File: src/rtl/wisc_ctrl_pkg.sv
// Shared types and constants for the WISC fetch sequencing controller.
package wisc_ctrl_pkg;

   localparam int DEFAULT_ADDR_W = 16;
   localparam int DRAIN_CNT_W    = 4;

   typedef enum logic [1:0] {
      RUN      = 2'd0,
      WAIT_MEM = 2'd1,
      DRAIN    = 2'd2,
      HALTED   = 2'd3
   } fetch_state_e;

endpackage

File: src/rtl/fetch_ctrl.sv
// PC sequencing controller: arbitrates branch/jump redirects, holds a redirect
// across instruction-memory wait states, and drains the pipe on HLT.
module fetch_ctrl
   import wisc_ctrl_pkg::*;
#(
   parameter int ADDR_W       = DEFAULT_ADDR_W,
   parameter int DRAIN_CYCLES = 3
) (
   input  logic              clk,
   input  logic              rst_n,
   input  logic              imem_rdy,
   input  logic              ld_use_stall,
   input  logic              id_jmp,
   input  logic [ADDR_W-1:0] id_jmp_addr,
   input  logic              ex_br_taken,
   input  logic [ADDR_W-1:0] ex_br_addr,
   input  logic              id_hlt,
   output logic              pc_hold,
   output logic              pc_take_branch,
   output logic [ADDR_W-1:0] pc_br_addr,
   output logic              pc_take_jump,
   output logic [ADDR_W-1:0] pc_jmp_addr,
   output logic              stall_ifid,
   output logic              flush_ifid,
   output logic              flush_idex,
   output logic              halted
);

   localparam logic [DRAIN_CNT_W-1:0] DRAIN_LOAD = DRAIN_CNT_W'(DRAIN_CYCLES - 1);

   fetch_state_e             state_q, state_d;
   logic                     pend_valid_q, pend_valid_d;
   logic [ADDR_W-1:0]        pend_addr_q, pend_addr_d;
   logic [DRAIN_CNT_W-1:0]   drain_cnt_q, drain_cnt_d;

   always_ff @(posedge clk) begin
      if (!rst_n) begin
         state_q      <= RUN;
         pend_valid_q <= 1'b0;
         pend_addr_q  <= '0;
         drain_cnt_q  <= '0;
      end else begin
         state_q      <= state_d;
         pend_valid_q <= pend_valid_d;
         pend_addr_q  <= pend_addr_d;
         drain_cnt_q  <= drain_cnt_d;
      end
   end

   always_comb begin
      state_d      = state_q;
      pend_valid_d = pend_valid_q;
      pend_addr_d  = pend_addr_q;
      drain_cnt_d  = drain_cnt_q;
      unique case (state_q)
         RUN: begin
            if (ex_br_taken) begin
               if (!imem_rdy) begin
                  pend_addr_d  = ex_br_addr;
                  pend_valid_d = 1'b1;
                  state_d      = WAIT_MEM;
               end
            end else if (ld_use_stall) begin
               state_d = RUN;
            end else if (id_jmp) begin
               if (!imem_rdy) begin
                  pend_addr_d  = id_jmp_addr;
                  pend_valid_d = 1'b1;
                  state_d      = WAIT_MEM;
               end
            end else if (id_hlt) begin
               drain_cnt_d = DRAIN_LOAD;
               state_d     = DRAIN;
            end
         end
         WAIT_MEM: begin
            if (imem_rdy) begin
               pend_valid_d = 1'b0;
               state_d      = RUN;
            end else if (ex_br_taken) begin
               pend_addr_d  = ex_br_addr;
               pend_valid_d = 1'b1;
            end
         end
         DRAIN: begin
            if (drain_cnt_q == '0) begin
               state_d = HALTED;
            end else begin
               drain_cnt_d = drain_cnt_q - 1'b1;
            end
         end
         HALTED: begin
            state_d = HALTED;
         end
         default: begin
            state_d = RUN;
         end
      endcase
   end

   // Outputs are combinational on the current inputs so a redirect reaches the PC in the same cycle.
   always_comb begin
      pc_hold        = 1'b0;
      pc_take_branch = 1'b0;
      pc_br_addr     = '0;
      pc_take_jump   = 1'b0;
      pc_jmp_addr    = '0;
      stall_ifid     = 1'b0;
      flush_ifid     = 1'b0;
      flush_idex     = 1'b0;
      halted         = 1'b0;
      if (!rst_n) begin
         pc_hold = 1'b1;
      end else begin
         unique case (state_q)
            RUN: begin
               if (ex_br_taken) begin
                  flush_ifid = 1'b1;
                  flush_idex = 1'b1;
                  if (imem_rdy) begin
                     pc_take_branch = 1'b1;
                     pc_br_addr     = ex_br_addr;
                  end else begin
                     pc_hold = 1'b1;
                  end
               end else if (ld_use_stall) begin
                  pc_hold    = 1'b1;
                  stall_ifid = 1'b1;
                  flush_idex = 1'b1;
               end else if (id_jmp) begin
                  flush_ifid = 1'b1;
                  if (imem_rdy) begin
                     pc_take_jump = 1'b1;
                     pc_jmp_addr  = id_jmp_addr;
                  end else begin
                     pc_hold = 1'b1;
                  end
               end else if (id_hlt) begin
                  pc_hold    = 1'b1;
                  flush_ifid = 1'b1;
               end else begin
                  pc_hold    = ~imem_rdy;
                  stall_ifid = ~imem_rdy;
               end
            end
            WAIT_MEM: begin
               flush_idex = ex_br_taken;
               if (imem_rdy) begin
                  // A branch resolving in the release cycle supersedes the latched target.
                  pc_take_branch = ex_br_taken | pend_valid_q;
                  if (ex_br_taken) begin
                     pc_br_addr = ex_br_addr;
                  end else if (pend_valid_q) begin
                     pc_br_addr = pend_addr_q;
                  end
               end else begin
                  pc_hold    = 1'b1;
                  flush_ifid = 1'b1;
               end
            end
            DRAIN: begin
               pc_hold    = 1'b1;
               flush_ifid = 1'b1;
            end
            HALTED: begin
               pc_hold    = 1'b1;
               flush_ifid = 1'b1;
               halted     = 1'b1;
            end
            default: begin
               pc_hold = 1'b1;
            end
         endcase
         if (flush_ifid) begin
            stall_ifid = 1'b0;
         end
      end
   end

endmodule
File: config.mk
export PLATFORM = sky130hd
export DESIGN_NAME = fetch_ctrl
export DESIGN_NICKNAME = d
export VERILOG_FILES = /design/src/rtl/wisc_ctrl_pkg.sv /design/src/rtl/fetch_ctrl.sv
export SDC_FILE = /design/constraint.sdc
export NUM_CORES = 1
export LEC_CHECK = 0
export CAP_MARGIN = 25
export CELL_PAD_IN_SITES_DETAIL_PLACEMENT = 1
export CELL_PAD_IN_SITES_GLOBAL_PLACEMENT = 2
export CORE_ASPECT_RATIO = 1.1
export CORE_MARGIN = 2
export CORE_UTILIZATION = 23
export CTS_CLUSTER_SIZE = 14
export DETAILED_ROUTE_END_ITERATION = 7
export PLACE_DENSITY = 0.78
export SYNTH_ARGS = -nofsm -noshare
export SYNTH_HDL_FRONTEND = slang
export SYNTH_SLANG_ARGS = --single-unit
File: constraint.sdc
create_clock -name clk -period 1.8 [get_ports clk]
set_clock_uncertainty 0.05 [all_clocks]
set_input_delay 0.27 -clock clk [delete_from_list [all_inputs] [get_ports clk]]
set_output_delay 0.27 -clock clk [all_outputs]
set_load 0.03 [all_outputs]
After elaboration in Yosys (flattened, before gate mapping)
Index checks and enable logic that the tools add are counted.
Operators by class
  add/subtract/negate cells: 1
  equality and inequality tests: 18
  multiplexer cells: 79
  bitwise gates (word level): 2
  reduce and logical (&&, ||, !) cells: 9
Operator list (number)
  2-to-1 mux 16 bit: 19
  case mux 16 bit (2 select lines): 2
  2-to-1 mux 1 bit: 39
  2-to-1 mux 4 bit: 5
  inequality test 2 bit, second input constant: 9
  2-to-1 mux 2 bit: 7
  inequality test 3 bit, second input constant: 4
  case mux 2 bit (4 select lines): 1
  case mux 4 bit (2 select lines): 1
  AND reduction 7 bit: 1
  case mux 1 bit (2 select lines): 3
  case mux 1 bit (3 select lines): 2
  AND reduction 6 bit: 1
  inequality test 5 bit, second input constant: 1
  equality test 2 bit, second input constant: 2
  zero test 4 bit: 1
  inequality test 4 bit, second input constant: 1
  AND reduction 4 bit: 1
  nonzero test 2 bit: 2
  subtractor 4 x 1 -> 4 bit, second input constant: 1
  AND reduction 3 bit: 1
  equality test 2 x 1 -> 1 bit, second input constant: 1
  zero test 2 bit: 1
  OR reduction 2 bit: 1
  other kinds (2): 2
Storage, ports and cells
  flip-flop bits (word level): 23
  input port bits: 39

Logic depth before layout (Yosys ltp)
  depth after elaboration: 8
  gate-level depth with buffers: 7

Worst setup path before layout
OpenSTA, ideal clock, no wires.
  kind: register to output
  from: register state_q[1]
  to: output port pc_jmp_addr[10]
  arrival: 1.559 ns
  data required time: 1.480 ns
  setup slack: -0.079 ns
  cell stages (with the launch flop): 7
  path buffers: 2
  cells stage by stage: dfxtp_1 buf_4 nor2b_4 nand2_2 nor4_4 buf_2 and2_1
On the way
  word-level cells in the longest chain between the ends: 3
RTL lines
  start, declared: line fetch_ctrl.sv:31  | fetch_state_e state_q, state_d;
  start signal, assigned: line fetch_ctrl.sv:43  | state_q <= state_d;
  zero test 2 bit: line fetch_ctrl.sv:115  | unique case (state_q)
  2-to-1 mux 16 bit: line fetch_ctrl.sv:115
  2-to-1 mux 16 bit: line fetch_ctrl.sv:112  | if (!rst_n) begin
  end, declared: line fetch_ctrl.sv:22  | output logic [ADDR_W-1:0] pc_jmp_addr,
Every way passes these cells.

Worst setup path in the final report
  from: register state_q[1]
  to: output port pc_jmp_addr[13]
The elaborated chain is that of the path after synthesis.

==> run metrics <==
Final Setup Violations=33; post-synth top area cell=dfxtp_1; Crit Path Max Fanout=5; layout cell share with drive strength beyond 1=about 50%; Worst Setup Slack, final=-0.267 ns; Reg2Reg Depth=8; Max clock buf depth=2; CORE AREA=7430 sq um; Post-Synthesis Cell Area=between 1500 and 2000 sq um; Post-synth EDFFs=0; top cells by count, synth=32 x nor2_1, 23 x dfxtp_1, 17 x mux2i_1, 16 x and2_1; CTS Buf Count=3; status=finished with violations; fillers=851; Power Dens Cells=477 nW/um^2; Antenna diodes=0; CP required=roughly 1.5 ns; Tightest Pin Transition=between 0.3 and 0.4 ns; met3 Use GR=roughly 2.0%; Max Freq=slightly below 500 MHz; clk root buf=clkbuf_8; sequential share of the synthesized area=roughly a quarter; min Tclk post-route=between 2 and 2.5 ns; Final TNS setup=-7.04 ns; crit path DAT=1.75 ns; Final Hold Viols=0; Routed Antenna Nets=0; number of global-route vias before repair=between 1500 and 2000; Post-Place Setup Slack=-0.334 ns; initial core utilization=between 20% and 30%; failing checks=negative setup slack; post-synthesis cell count=197; I/O Buffers=slightly below 80; Slew Limit Fails=0; most numerous cell in the Yosys netlist=nor2_1; Async SR Flop Fraction=0%; Setup crit start kind=flip-flop; Max-Cap Viols=0; via count=~1800; final wirelength=6330 um; clock sink count=23; Post-Syn Nets=around 240; Vias per Instance=between 4 and 5; multi-input combinational cell area=~1300 sq um; clock transition at the registers of the reported paths=0.09 ns; Main synth FF type=dfxtp_1; die footprint=just over 8000 sq um; drt drc=0; Core Rows=33; kind of critical path=flip-flop to output pin; post-synth cell types=45; Ports=just under 80; fin crit share=115%; Die Ht=about 95 um; Synth area leaders=dfxtp_1 26%, mux2i_1 9.7%, a211oi_2 7.2%; syn_area_per_cell=approximately 9 sq um; drt initial violations=62; Hold Path Class=input pin to flip-flop; worst vdd ir=about 0.25 mV; Tot GR Track Use=roughly 15%; H-tree depth=1; hold_ws=between 0.4 and 0.5 ns; largest net degree at the start of global routing=21; WL per Instance=roughly 16 um; met2 Usage GRT=between 20% and 30%; RSZ-0062 raised after global routing=true; GR Overflow Total=0; Pre-antenna DRT Iters=4; #FFs+latches synth=23; Storage cell area=about 470 sq um; GPL Wtd Cong=about 0.76; total power=between 0.001 and 0.0015 W; M1 GR Usage=around a fifth; Yosys warnings=0; Relative slew margins=about 79%; dpl hpwl=about 4400 um; die width=just under 90 um; first-pass GRT wire length=9810 um; Leak=between 1 and 1.5 nW; antenna violations before repair=0; Synth top area share=26.3%; Post-CTS Hold Buffers=0; Clock Latency Late Sink=0.27 ns; gr busiest metal=met2; final net count=between 300 and 400; Finished Core Util=41.3%; WHS Path Cells=5; CTS tree=done; Setup crit end kind=output pin; Area growth, synth to finish=75.7%
[cell families (layout without fill, tap and decap cells)]
family,after synthesis,count (layout),synth area share (%)
DFF,23,23,26.3
and+or+nand+nor,81,81,26.5
adders and majority gates,1,1,0.715
muxes,18,18,10.4
AOI/OAI and AO/OA,53,53,28.4
buffers and inverters,21,124,7.65
[power breakdown]
group / leakage (nW) / internal (W) / total, W / switching [W]
sequential: 0.190 / 0.000545 / 0.000571 / 0.0000259
combinational: 1.05 / 0.000280 / 0.000553 / 0.000273
clock: 0.0228 / 0.000159 / 0.000341 / 0.000182
total: 1.27 / 0.000984 / 0.00146 / 0.000481
[critical path, stage by stage, from the launching register on]
cell and delay [ns]:
dfxtp_4 0.37, nor2b_4 0.14, nand2_2 0.09, nor4_4 0.31, buf_4 0.18, buf_6 0.12
and2_4 0.14, buf_6 0.12
[worst paths after layout]
path	startpoint	endpoint	slack [ns]
max	state_q[1]	pc_jmp_addr[13]	-0.27
min	id_jmp	state_q[1]	0.43
max reg2reg	state_q[1]	pend_addr_q[0]	0.13
min reg2reg	drain_cnt_q[0]	drain_cnt_q[0]	0.44
[layout make-up]
class                           instances  area share [%]
Clock buffer                            4            1.47
Sequential cell                        23            15.1
Tap cell                               87            3.54
Timing Repair Buffer                  115            37.9
Multi-Input combinational cell        153            41.1
Inverter                                5           0.855
[metal layers]
metal	up-vias	part of all wire (%)
li1	917	-
met1	869	45
met3	6	4.5
met4	0	1.5
met5	-	0
met2	47	49
[registers in the layout, indices dropped and copies added, names as in the netlist]
name	cells
drain_cnt_q	4
pend_addr_q	16
pend_valid_q	1
state_q	2
[stage by stage]
stage,cells,cell area (sq um)
floorplan,197,1780
global placement,371,2720
detailed placement,371,2720
CTS,385,3000
global route,387,3070
finish,387,3070
[placed cells by master (no fill, tap or decap), types with 2 or more instances in the layout]
cell              n
nor2b_1           2
a211oi_2         10
nor3_1            2
a22oi_2          10
o22ai_1           2
a21oi_1           6
clkdlybuf4s50_1  34
nor2_4            6
o211a_1           2
nand2b_1          2
clkbuf_8          3
buf_4            36
dlygate4sd2_1     3
inv_1             4
nor2_1           29
nand2_1           3
nor2_2            7
a22oi_1           6
buf_12            6
dfxtp_1          21
and2_4           16
a211oi_1          7
nand3_1           2
mux2i_1          17
buf_6            35
[timing repair]
item	CTS	global route
gates resized for setup	46	29
pin swaps	14	3
cloned	2	0
endpoints found under the setup margin	37	38
setup buffers	8	6
Power figures use the tool's default switching activity.
==> variant (config.mk and constraints unchanged) <==
The 4 states of `fetch_state_e` get a Gray code encoding in 2 bits.
--- a/src/rtl/wisc_ctrl_pkg.sv
+++ b/src/rtl/wisc_ctrl_pkg.sv
@@ -5,10 +5,10 @@
    localparam int DRAIN_CNT_W    = 4;
 
    typedef enum logic [1:0] {
-      RUN      = 2'd0,
-      WAIT_MEM = 2'd1,
-      DRAIN    = 2'd2,
-      HALTED   = 2'd3
+      RUN      = 2'b00,
+      WAIT_MEM = 2'b01,
+      DRAIN    = 2'b11,
+      HALTED   = 2'b10
    } fetch_state_e;
 
 endpackage
Check against the original RTL: no difference found for any inputs over 10 cycles, from zero or initial values and one cycle with rst_n low; not proved beyond that.
==> variant against the original RTL <==
The run still ends with negative setup slack left. Critical path type unchanged. Power increased by 3.5%. Design area increased by 4.1%. Setup slack improved by 170 ps. Area after synthesis increased by 6.4%. Sequential cell count unchanged. Routed wire length increased by 27%. Largest cell class unchanged. Combinational power increased by 5.6%.
==> variant: results (changes against the original RTL) <==
status=complete, but fails checks; failing checks=negative setup slack; hpwl dp=5610 um (+26%); vias in the first global route=2598 (+36%); clk slew on worst S/H paths=90 ps (about the same); largest net degree at the start of global routing=23 (+9.5%); Largest regs=pend_addr_q: 16 flops, drain_cnt_q: 4 flops, state_q: 2 flops; Synth Area in XOR/XNOR=0 (unchanged); 1st-iter DRT viols=94 (+52%); setup-violating endpoint count in the final report=36 (+9.1%); adder-cell share of the synthesized area=0.00672 (-0.000433); Worst VDD drop=256 uV (+1.4%); Nets=367 (+7.6%); Placed Instances=422 (+14%); min-delay src=drain_cnt_q[3]$_SDFFE_PN0P_; share of cells above drive strength 1=0.448 (-0.0388); post-synthesis mux area share=0.00538 (-0.0983); Min-Delay Path Class=flip-flop to flip-flop; Worst Setup Start Kind=flip-flop; Worst-Skew Late Latency=270 ps (about the same); maximum clock path buffer count=2 (unchanged); Yosys cell types=51 (+13%); quantity of I/O buffers inserted on ports=77 (unchanged); Mapped Avg Cell Area=8.20 um^2 (-7.6%); Top delay family on crit path=buffers and inverters; Worst-Margin Slew=564 ps (+248 ps); final worst slack=-92.2 ps (+174 ps); Async S/R FF share, synth=0 (unchanged); crit path max-delay cell type=dfxtp_4; Syn Nets=267 (+13%); top post-synthesis cells by count=23 x dfxtp_1, 23 x nor2_1, 17 x nand3_1; TritonCTS buffer count=3 (unchanged); total number of vias=2279 (+24%); diode count=0 (unchanged); CP max stage delay=390 ps (+20 ps); placer congestion estimate=0.787 (+3.1%); largest fanout on the critical path=8 (+3); gr usage total=0.184 (+0.0344); Wirelength per Cell=18.5 um (+13%); cell mode on critical path=buf_4; P_sw=0.000535 W (+11%); first-pass GRT wire length=13300 um (+36%); number of detailed-route iterations in the first pass=5 (+1); compound-gate portion of the synthesized area=0.354 (+0.0702); register area share after synthesis=0.247 (-0.0159); leakage=1.23 nW (-2.7%); Area contributors post-synth=dfxtp_1 25%, a32oi_1 7.5%, a311oi_1 6.6%, and2_1 5.4%, a211oi_2 4.7%; wirelength, routed=8030 um (+27%); synth warn=0 (unchanged); R2R Path Start=state_q[1]$_SDFFE_PN0P_; initial antenna violation count=0 (unchanged); Setup TNS=-1790 ps (+5250 ps); root buf cell=clkbuf_8; fill cell count=912 (+7.2%); post-placement cell area=2860 um^2 (+5.3%)
==> variant: cell type report <==
type                            instances  area share
Sequential cell                        23       0.146
Timing Repair Buffer                  121       0.361
Inverter                                7     0.00821
Clock buffer                            3      0.0129
Clock inverter                          1     0.00156
Tap cell                              108      0.0422
Multi-Input combinational cell        171       0.427
==> variant: path summary, 6_finish.rpt <==
check / to / slack [ps] / cells past startpoint
min reg2reg: drain_cnt_q[3]$_SDFFE_PN0P_ / 460 / 2
min: drain_cnt_q[3]$_SDFFE_PN0P_ / 460 / 2
max: pc_br_addr[0] / -90 / 5
max reg2reg: pend_addr_q[9]$_SDFFE_PN0P_ / 130 / 6
==> variant: what timing repair did <==
action	in CTS	in global routing
pin swaps	16	5
hold buffers	0	0
cloned	3	0
setup endpoints to repair	38	38
buffers inserted	3	2
resized for setup	60	8
==> variant: power groups by stage <==
stage / logic [W] / registers [W] / clock network [W]
final: 0.000584 / 0.000575 / 0.000357
after detailed placement: 0.000537 / 0.000585 / 0
after floorplan: 0.000296 / 0.000576 / 0
after CTS: 0.000571 / 0.000572 / 0.000357
after global routing: 0.000629 / 0.000578 / 0.000384
after global placement: 0.000530 / 0.000585 / 0
==> variant: kinds of logic (layout without fill, tap and decap cells) <==
logic type / after synthesis / after routing
fa+ha+maj: 1 / 1
compound gates: 81 / 81
buf+inv: 35 / 132
flops: 23 / 23
mux: 1 / 1
simple gates: 86 / 88
==> variant: per-stage QoR <==
step / setup slack, ps / utilization
after detailed placement: -254 / 0.364
final: -92.2 / 0.407
after CTS: -79.3 / 0.399
after global routing: -160 / 0.407
after global placement: -239 / 0.364
after floorplan: -36.0 / -
==> variant: layer usage <==
metal,track usage,part of all wire
met4,0.0414,0.0076
met1,0.217,0.43
met2,0.351,0.53
met5,0,0
met3,0.0255,0.037
==> variant: worst reg2reg max path: cells and delay by family (launching register included) <==
kind,cells,cell delay (ps)
AND/OR/NAND/NOR,1,330
flip-flops,1,390
buffers and inverters,3,480
AO/OA/AOI/OAI,2,330
